### src/rtl/river_crossing_pkg.sv
// rtl/river_crossing_pkg.sv - shared types for the river crossing engine
//
// Purpose: result-code and FSM-state enumerations used by the engine top
//          and its legality checker.
// Ports:   none (package).
package river_crossing_pkg;

  typedef enum logic [2:0] {
    RSP_OK         = 3'd0,
    RSP_EMPTY_BOAT = 3'd1,
    RSP_OVER_CAP   = 3'd2,
    RSP_NOT_AVAIL  = 3'd3,
    RSP_UNSAFE     = 3'd4,
    RSP_GAME_OVER  = 3'd5,
    RSP_NO_UNDO    = 3'd6
  } rsp_code_e;

  typedef enum logic [1:0] {
    ST_IDLE   = 2'd0,
    ST_CHECK  = 2'd1,
    ST_COMMIT = 2'd2
  } fsm_state_e;

endpackage

### src/rtl/river_crossing_engine_if.sv
// rtl/river_crossing_engine_if.sv - request/response bundle of the river crossing engine
//
// Purpose: groups the move request handshake and the one-cycle result pulse.
// Signals: mv_valid/mv_ready/mv_undo/mv_m/mv_c  request from the front end
//          rsp_valid/rsp_code                    result back to the front end
// Modports: master = front end, slave = engine.
interface river_crossing_engine_if #(
  parameter int MW = 2,
  parameter int CW = 2
);

  logic          mv_valid;
  logic          mv_ready;
  logic          mv_undo;
  logic [MW-1:0] mv_m;
  logic [CW-1:0] mv_c;
  logic          rsp_valid;
  logic [2:0]    rsp_code;

  modport master (
    output mv_valid, mv_undo, mv_m, mv_c,
    input  mv_ready, rsp_valid, rsp_code
  );

  modport slave (
    input  mv_valid, mv_undo, mv_m, mv_c,
    output mv_ready, rsp_valid, rsp_code
  );

endinterface

### src/rtl/river_crossing_engine_checker.sv
// rtl/river_crossing_engine_checker.sv - combinational legality check for one request
//
// Purpose: given the current game state, the undo history and a latched
//          request, produce the result code and the state that would be
//          committed on success.
// Ports:   left_m_i/left_c_i/boat_side_i/done_i   current game state
//          hist_*_i                               one-deep undo history
//          req_undo_i/req_m_i/req_c_i             latched request
//          code_o                                 result code
//          nxt_m_o/nxt_c_o/nxt_side_o             state to commit when code_o is OK
module river_crossing_checker
  import river_crossing_pkg::*;
#(
  parameter int NUM_M = 3,
  parameter int NUM_C = 3,
  parameter int CAP   = 2,
  localparam int MW = $clog2(NUM_M + 1),
  localparam int CW = $clog2(NUM_C + 1),
  localparam int SW = ((MW > CW) ? MW : CW) + 1
) (
  input  logic          [MW-1:0] left_m_i,
  input  logic          [CW-1:0] left_c_i,
  input  logic                   boat_side_i,
  input  logic                   done_i,
  input  logic                   hist_valid_i,
  input  logic          [MW-1:0] hist_m_i,
  input  logic          [CW-1:0] hist_c_i,
  input  logic                   hist_side_i,
  input  logic                   req_undo_i,
  input  logic          [MW-1:0] req_m_i,
  input  logic          [CW-1:0] req_c_i,
  output rsp_code_e              code_o,
  output logic          [MW-1:0] nxt_m_o,
  output logic          [CW-1:0] nxt_c_o,
  output logic                   nxt_side_o
);

  // Everything is widened to SW bits so sums and bank differences never wrap.
  logic [SW-1:0] lm, lc, rm, rc, qm, qc, sum, src_m, src_c;
  logic [SW-1:0] nlm, nlc, nrm, nrc;
  logic          avail, unsafe;

  always_comb begin
    lm    = SW'(left_m_i);
    lc    = SW'(left_c_i);
    rm    = SW'(NUM_M) - lm;
    rc    = SW'(NUM_C) - lc;
    qm    = SW'(req_m_i);
    qc    = SW'(req_c_i);
    sum   = qm + qc;
    src_m = boat_side_i ? rm : lm;
    src_c = boat_side_i ? rc : lc;
    avail = (qm <= src_m) && (qc <= src_c);
    // Post-move banks; only meaningful once availability holds.
    nlm   = boat_side_i ? (lm + qm) : (lm - qm);
    nlc   = boat_side_i ? (lc + qc) : (lc - qc);
    nrm   = SW'(NUM_M) - nlm;
    nrc   = SW'(NUM_C) - nlc;
    unsafe = ((nlm != '0) && (nlm < nlc)) || ((nrm != '0) && (nrm < nrc));
  end

  always_comb begin
    code_o     = RSP_OK;
    nxt_m_o    = left_m_i;
    nxt_c_o    = left_c_i;
    nxt_side_o = boat_side_i;
    if (req_undo_i) begin
      if (hist_valid_i) begin
        nxt_m_o    = hist_m_i;
        nxt_c_o    = hist_c_i;
        nxt_side_o = hist_side_i;
      end else begin
        code_o = RSP_NO_UNDO;
      end
    end else if (done_i) begin
      code_o = RSP_GAME_OVER;
    end else if (sum == '0) begin
      code_o = RSP_EMPTY_BOAT;
    end else if (32'(sum) > 32'(CAP)) begin
      code_o = RSP_OVER_CAP;
    end else if (!avail) begin
      code_o = RSP_NOT_AVAIL;
    end else if (unsafe) begin
      code_o = RSP_UNSAFE;
    end else begin
      nxt_m_o    = nlm[MW-1:0];
      nxt_c_o    = nlc[CW-1:0];
      nxt_side_o = ~boat_side_i;
    end
  end

endmodule

### src/rtl/river_crossing_engine.sv
// rtl/river_crossing_engine.sv - interactive missionaries-and-cannibals game engine
//
// Purpose: holds bank/boat state, accepts one move or undo per three cycles,
//          checks it, commits legal moves and reports a result code.
// Ports:   CLK        clock, rising edge
//          RST        asynchronous active-low reset
//          clear      synchronous restart to the initial position
//          bus        request/response bundle (slave side)
//          left_m/left_c/boat_side  game state
//          move_cnt   saturating committed-move count
//          done       everyone is on the right bank
module river_crossing_engine
  import river_crossing_pkg::*;
#(
  parameter int NUM_M = 3,
  parameter int NUM_C = 3,
  parameter int CAP   = 2,
  parameter int CNT_W = 8,
  localparam int MW = $clog2(NUM_M + 1),
  localparam int CW = $clog2(NUM_C + 1)
) (
  input  logic                 CLK,
  input  logic                 RST,
  input  logic                 clear,
  river_crossing_engine_if.slave bus,
  output logic [MW-1:0]        left_m,
  output logic [CW-1:0]        left_c,
  output logic                 boat_side,
  output logic [CNT_W-1:0]     move_cnt,
  output logic                 done
);

  fsm_state_e       state_q, state_d;
  logic             req_undo_q, req_undo_d;
  logic [MW-1:0]    req_m_q, req_m_d;
  logic [CW-1:0]    req_c_q, req_c_d;
  rsp_code_e        code_q, code_d;
  logic [MW-1:0]    left_m_q, left_m_d;
  logic [CW-1:0]    left_c_q, left_c_d;
  logic             side_q, side_d;
  logic [MW-1:0]    hist_m_q, hist_m_d;
  logic [CW-1:0]    hist_c_q, hist_c_d;
  logic             hist_side_q, hist_side_d;
  logic             hist_valid_q, hist_valid_d;
  logic [CNT_W-1:0] cnt_q, cnt_d;
  logic             done_q, done_d;

  rsp_code_e        chk_code;
  logic [MW-1:0]    chk_m;
  logic [CW-1:0]    chk_c;
  logic             chk_side;

  river_crossing_checker #(
    .NUM_M(NUM_M),
    .NUM_C(NUM_C),
    .CAP  (CAP)
  ) u_checker (
    .left_m_i    (left_m_q),
    .left_c_i    (left_c_q),
    .boat_side_i (side_q),
    .done_i      (done_q),
    .hist_valid_i(hist_valid_q),
    .hist_m_i    (hist_m_q),
    .hist_c_i    (hist_c_q),
    .hist_side_i (hist_side_q),
    .req_undo_i  (req_undo_q),
    .req_m_i     (req_m_q),
    .req_c_i     (req_c_q),
    .code_o      (chk_code),
    .nxt_m_o     (chk_m),
    .nxt_c_o     (chk_c),
    .nxt_side_o  (chk_side)
  );

  // FSM state register
  always_ff @(posedge CLK or negedge RST) begin
    if (!RST) state_q <= ST_IDLE;
    else      state_q <= state_d;
  end

  // FSM next state; clear overrides everything, including a pending accept
  always_comb begin
    state_d = state_q;
    if (clear) begin
      state_d = ST_IDLE;
    end else begin
      case (state_q)
        ST_IDLE:   if (bus.mv_valid) state_d = ST_CHECK;
        ST_CHECK:  state_d = ST_COMMIT;
        ST_COMMIT: state_d = ST_IDLE;
        default:   state_d = ST_IDLE;
      endcase
    end
  end

  // FSM outputs
  always_comb begin
    bus.mv_ready  = (state_q == ST_IDLE);
    bus.rsp_valid = (state_q == ST_COMMIT);
    bus.rsp_code  = (state_q == ST_COMMIT) ? 3'(code_q) : 3'd0;
  end

  // Datapath next state. The commit happens on the CHECK->COMMIT edge so the
  // new position is already visible while the response pulse is high.
  always_comb begin
    req_undo_d   = req_undo_q;
    req_m_d      = req_m_q;
    req_c_d      = req_c_q;
    code_d       = code_q;
    left_m_d     = left_m_q;
    left_c_d     = left_c_q;
    side_d       = side_q;
    hist_m_d     = hist_m_q;
    hist_c_d     = hist_c_q;
    hist_side_d  = hist_side_q;
    hist_valid_d = hist_valid_q;
    cnt_d        = cnt_q;
    done_d       = done_q;
    if (clear) begin
      code_d       = RSP_OK;
      left_m_d     = MW'(NUM_M);
      left_c_d     = CW'(NUM_C);
      side_d       = 1'b0;
      hist_valid_d = 1'b0;
      cnt_d        = '0;
      done_d       = 1'b0;
    end else begin
      case (state_q)
        ST_IDLE: begin
          if (bus.mv_valid) begin
            req_undo_d = bus.mv_undo;
            req_m_d    = bus.mv_m;
            req_c_d    = bus.mv_c;
          end
        end
        ST_CHECK: begin
          code_d = chk_code;
          if (chk_code == RSP_OK) begin
            left_m_d = chk_m;
            left_c_d = chk_c;
            side_d   = chk_side;
            done_d   = (chk_m == '0) && (chk_c == '0) && chk_side;
            if (req_undo_q) begin
              hist_valid_d = 1'b0;
              if (cnt_q != '0) cnt_d = cnt_q - CNT_W'(1);
            end else begin
              hist_m_d     = left_m_q;
              hist_c_d     = left_c_q;
              hist_side_d  = side_q;
              hist_valid_d = 1'b1;
              if (cnt_q != {CNT_W{1'b1}}) cnt_d = cnt_q + CNT_W'(1);
            end
          end
        end
        default: ;
      endcase
    end
  end

  always_ff @(posedge CLK or negedge RST) begin
    if (!RST) begin
      req_undo_q   <= 1'b0;
      req_m_q      <= '0;
      req_c_q      <= '0;
      code_q       <= RSP_OK;
      left_m_q     <= MW'(NUM_M);
      left_c_q     <= CW'(NUM_C);
      side_q       <= 1'b0;
      hist_m_q     <= '0;
      hist_c_q     <= '0;
      hist_side_q  <= 1'b0;
      hist_valid_q <= 1'b0;
      cnt_q        <= '0;
      done_q       <= 1'b0;
    end else begin
      req_undo_q   <= req_undo_d;
      req_m_q      <= req_m_d;
      req_c_q      <= req_c_d;
      code_q       <= code_d;
      left_m_q     <= left_m_d;
      left_c_q     <= left_c_d;
      side_q       <= side_d;
      hist_m_q     <= hist_m_d;
      hist_c_q     <= hist_c_d;
      hist_side_q  <= hist_side_d;
      hist_valid_q <= hist_valid_d;
      cnt_q        <= cnt_d;
      done_q       <= done_d;
    end
  end

  assign left_m    = left_m_q;
  assign left_c    = left_c_q;
  assign boat_side = side_q;
  assign move_cnt  = cnt_q;
  assign done      = done_q;

endmodule

### src/flat_wrapper.sv
// flat-port wrapper written by rule: the top's interface ports become plain ports
module river_crossing_engine_flat import river_crossing_pkg::*;
#(
  parameter int NUM_M = 3,
  parameter int NUM_C = 3,
  parameter int CAP   = 2,
  parameter int CNT_W = 8,
  localparam int MW = $clog2(NUM_M + 1),
  localparam int CW = $clog2(NUM_C + 1)
)
  (CLK, RST, clear, left_m, left_c, boat_side, move_cnt, done, bus_mv_valid, bus_mv_undo, bus_mv_m, bus_mv_c, bus_mv_ready, bus_rsp_valid, bus_rsp_code);
  river_crossing_engine_if #(.MW(2), .CW(2)) bus_i ();
  input  logic CLK;
  input  logic RST;
  input  logic clear;
  output logic [MW-1:0] left_m;
  output logic [CW-1:0] left_c;
  output logic boat_side;
  output logic [CNT_W-1:0] move_cnt;
  output logic done;
  input wire logic [$bits(bus_i.mv_valid)-1:0] bus_mv_valid;
  input wire logic [$bits(bus_i.mv_undo)-1:0] bus_mv_undo;
  input wire logic [$bits(bus_i.mv_m)-1:0] bus_mv_m;
  input wire logic [$bits(bus_i.mv_c)-1:0] bus_mv_c;
  output wire logic [$bits(bus_i.mv_ready)-1:0] bus_mv_ready;
  output wire logic [$bits(bus_i.rsp_valid)-1:0] bus_rsp_valid;
  output wire logic [$bits(bus_i.rsp_code)-1:0] bus_rsp_code;
  assign bus_i.mv_valid = bus_mv_valid;
  assign bus_i.mv_undo = bus_mv_undo;
  assign bus_i.mv_m = bus_mv_m;
  assign bus_i.mv_c = bus_mv_c;
  assign bus_mv_ready = bus_i.mv_ready;
  assign bus_rsp_valid = bus_i.rsp_valid;
  assign bus_rsp_code = bus_i.rsp_code;
  river_crossing_engine #(.NUM_M(NUM_M), .NUM_C(NUM_C), .CAP(CAP), .CNT_W(CNT_W)) u_core (.CLK(CLK), .RST(RST), .clear(clear), .bus(bus_i), .left_m(left_m), .left_c(left_c), .boat_side(boat_side), .move_cnt(move_cnt), .done(done));
endmodule
### config.mk
export PLATFORM = sky130hd
export DESIGN_NAME = river_crossing_engine_flat
export DESIGN_NICKNAME = d
export VERILOG_FILES = /design/src/rtl/river_crossing_pkg.sv /design/src/rtl/river_crossing_engine_if.sv /design/src/rtl/river_crossing_engine_checker.sv /design/src/rtl/river_crossing_engine.sv /design/src/flat_wrapper.sv
export SDC_FILE = /design/constraint.sdc
export NUM_CORES = 1
export LEC_CHECK = 0
export ABC_AREA = 1
export CAP_MARGIN = 20
export CORE_ASPECT_RATIO = 0.75
export CORE_MARGIN = 2
export CORE_UTILIZATION = 50
export DETAILED_ROUTE_END_ITERATION = 10
export GPL_TIMING_DRIVEN = 0
export PLACE_DENSITY = 0.73
export SLEW_MARGIN = 15
export SYNTH_ARGS = -nofsm -noshare
export SYNTH_HDL_FRONTEND = slang
export SYNTH_SLANG_ARGS = --single-unit
### constraint.sdc
create_clock -name CLK -period 3.9 [get_ports CLK]
set_input_delay 0.39 -clock CLK [delete_from_list [all_inputs] [get_ports CLK]]
set_output_delay 0.39 -clock CLK [all_outputs]
set_load 0.02 [all_outputs]
==> run summary, run 1 <==
Final HPWL DP = 3980 um
Sequential share of power = 27.0%
FILL cells = 420
Total Power = 1.90 mW
Fmax = 0.290 GHz
CTS Sinks = 30
Yosys reg bits = 30
I/O Pins = 28
Post-cts sizing count = 0
Die ar. = 5240 um2
WP data required = 4.14 ns
Die H = 63.2 um
Main synth FF type = dfrtp_1
Slew headroom = 54.0%
RSZ-0062 raised after global routing = no
Die outline width = 82.9 um
Residual DRC = 0
Final setup fails = 0
Status = finished clean
Layout cells sized above 1 = 12.4%
Synth cell types = 36
Area contributors post-synth = dfrtp_1 (28%), nand2_1 (14%), ha_1 (9.6%)
Share of total power in the clock network = 14.0%
Post-Place Setup Slack = 0.436 ns
Total Wirelength = 5240 um
Most Frequent Cell on Critical Path = nand2_1
Crit path capture type = flip-flop
Sw Ratio = 47.8%
LEAKAGE = 1.36 nW
Hold Vio Cnt, Final = 0
Via/cell ratio = 5.17
Max_cap viols = 0
First-pass GRT wire length = 9120 um
CP cell instances = buf_1, inv_1, nand2_1, o21ai_0, fa_1, o21ai_2, nand2_1, ha_1, nand2_1, inv_1, a21oi_1, nand2_1, nand2_1, inv_1, nand2_1, nand2_1, nand3_1, nand2_1, nor2_1, nand3_1, nand2_1
DR WL/cell = 13.0 um
Crit path max fanout = 10
Fin. max-slew vios = 0
Synthesized area = 2340 um2
CTS hold repair buffers = 0
Synth area leader = dfrtp_1
Initial drt markers = 111
Antenna Cells = 0
WS Path Type = flip-flop to flip-flop
Worst endpoint data arrival time = 3.68 ns
Hold Path Class = primary input to async pin
Worst skew pair latency = 0.29 ns
# rows = 21
Grt ovf = 0
Setup Fix Bufs, Post-CTS = 0
Synth cell count leaders = nand2_1 (85), inv_1 (39), dfrtp_1 (26)
DR pass1 iterations = 4
CP startpoint kind = flip-flop
Finished Layout Cells = 404
Seq/Total Area, Yosys = 32.3%
Most common cell in the netlist = nand2_1
CTS Buf Count = 5
Combinational share of power = 59.0%
Sw Pwr = 911 uW
DR vias = 2,090
Syn nets = 344
Initial antenna violation count = 0
Fraction of registers with async set/reset = 100%
Setup WS post-layout = 0.456 ns
Starting Density = 52.3%
Number of global-route vias before repair = 1,878
Critical Path Slowest Stage Cell = fa_1
Final layout net count = 377
CORE AREA = 4470 um2
GRT Resource Usage Total = 21.8%
Fin crit period = 3.44 ns
H-tree depth = 2
Post-Synthesis Cells = 313
Worst clock skew = 0.00901 ns
Mean Syn Cell Area = 7.47 um2
I/O Buffers = 26
Max incr delay on CP = 0.43 ns
Largest net degree at the start of global routing = 31
Setup tns final = 0 ns
Area Overhead vs Synth = 17.9%
RePlAce Congestion = 0.893
Synth top area share = 27.8%
Worst-path clk slew = 0.07 ns
Synth warnings = 0
Maximum vdd drop = 0.377 mV
Placed instance count = 396
Worst Max-Slew Pin Slew = 0.690 ns
Routed Antenna Nets = 0
Clock root buffer = clkbuf_8
Clock tree buffer depth = 2
Final Cycle Share = 88.3%
Worst hold margin = 0.132 ns
Cell internal pwr = 993 uW
Pwr Density = 691 nW/um2
CTS tree = done
EDFF count, synth = 0
[worst max-delay path: cells and delay by family, from the launching register on]
kind / cells / cell delay (ns)
buffers and inverters: 4 / 0.80
AO/OA/AOI/OAI: 3 / 0.33
adder cells (fa/ha/maj): 2 / 0.75
flip-flops: 1 / 0.41
AND/OR/NAND/NOR: 12 / 1.10
[cells by family after synthesis]
family	Yosys count	synth area share (%)
AND/OR/NAND/NOR	151	30.0
AO/OA/AOI/OAI	54	13.5
buffers and inverters	49	8.51
flip-flops	30	32.3
adder cells (fa/ha/maj)	22	13.1
XOR/XNOR	7	2.62
[registers in the layout (all words and copies together), names as in the netlist, 2 cells and up]
| name | count |
|---|---|
| u_core.left_c | 2 |
| u_core.left_m | 2 |
| u_core.req_m_q | 2 |
| u_core.hist_m_q | 2 |
| u_core.code_q | 3 |
| u_core.req_c_q | 2 |
| u_core.hist_c_q | 2 |
| u_core.move_cnt | 8 |
| u_core.state_q | 2 |
[through the flow]
step           area, um2  utilization, %
2_1_floorplan       2340               -
3_3_place_gp        2670            59.7
3_5_place_dp        2660            59.6
4_1_cts             2760            61.7
5_1_grt             2760            61.7
6_report            2760            61.7
[cell usage in the layout (no fill, tap or decap), types with 4 or more instances in the layout]
cell	count
a21oi_1	17
buf_2	4
o21ai_0	22
clkbuf_8	6
nand3_2	7
o21ai_2	6
fa_1	4
inv_1	39
dfrtp_1	26
clkdlybuf4s50_1	25
nand3_1	23
nand2_1	85
xnor2_1	4
nor2_1	21
ha_1	18
dfstp_2	4
[power groups by stage]
stage | sequential [mW] | combinational, mW | clock [mW]
after floorplan | 0.557 | 0.775 | 0
after global placement | 0.518 | 1.09 | 0
after detailed placement | 0.520 | 1.12 | 0
after CTS | 0.516 | 1.12 | 0.271
after global routing | 0.532 | 1.28 | 0.289
final | 0.515 | 1.12 | 0.266
[path summary, 6_finish.rpt]
check / start / end / slack [ns] / cells after the start
setup / recovery: u_core.boat_side / u_core.done / 0.46 / 21
setup reg to reg: u_core.boat_side / u_core.done / 0.46 / 21
hold / removal: RST / u_core.req_m_q[0] / 0.13 / 1
hold reg to reg: u_core.hist_c_q[0] / u_core.hist_c_q[0] / 0.48 / 2
max in group asynchronous: RST / u_core.hist_side_q / 3.31 / 1
min in group CLK: clear / u_core.state_q[1] / 0.45 / 2
[layer usage]
layer	global-route usage [%]	wire (um)
met3	5.11	302
met5	0	0
met2	30.5	2080
met1	33.4	2800
met4	5.53	53
[layout make-up]
| type | count | area (um2) | area share [%] |
|---|---|---|---|
| multi-input combinational | 234 | 1380 | 50.2 |
| sequential | 30 | 756 | 27.4 |
| timing repair buffer | 26 | 255 | 9.26 |
| inverter | 41 | 154 | 5.59 |
| clock buffer | 7 | 86.3 | 3.13 |
| tap | 57 | 71.3 | 2.59 |
| buffer | 8 | 45.0 | 1.63 |
| clock inverter | 1 | 5.00 | 0.182 |
Power figures use the tool's default switching activity.
==> inputs of run 2 (changes only) <==
--- a/config.mk
+++ b/config.mk
@@ -13,7 +13,7 @@
 export DETAILED_ROUTE_END_ITERATION = 10
 export GPL_TIMING_DRIVEN = 0
 export PLACE_DENSITY = 0.73
-export SLEW_MARGIN = 15
+export SLEW_MARGIN = 20
 export SYNTH_ARGS = -nofsm -noshare
 export SYNTH_HDL_FRONTEND = slang
 export SYNTH_SLANG_ARGS = --single-unit
==> results of run 2 <==
The final DEF is identical to that of run 1; final timing and power are the same.
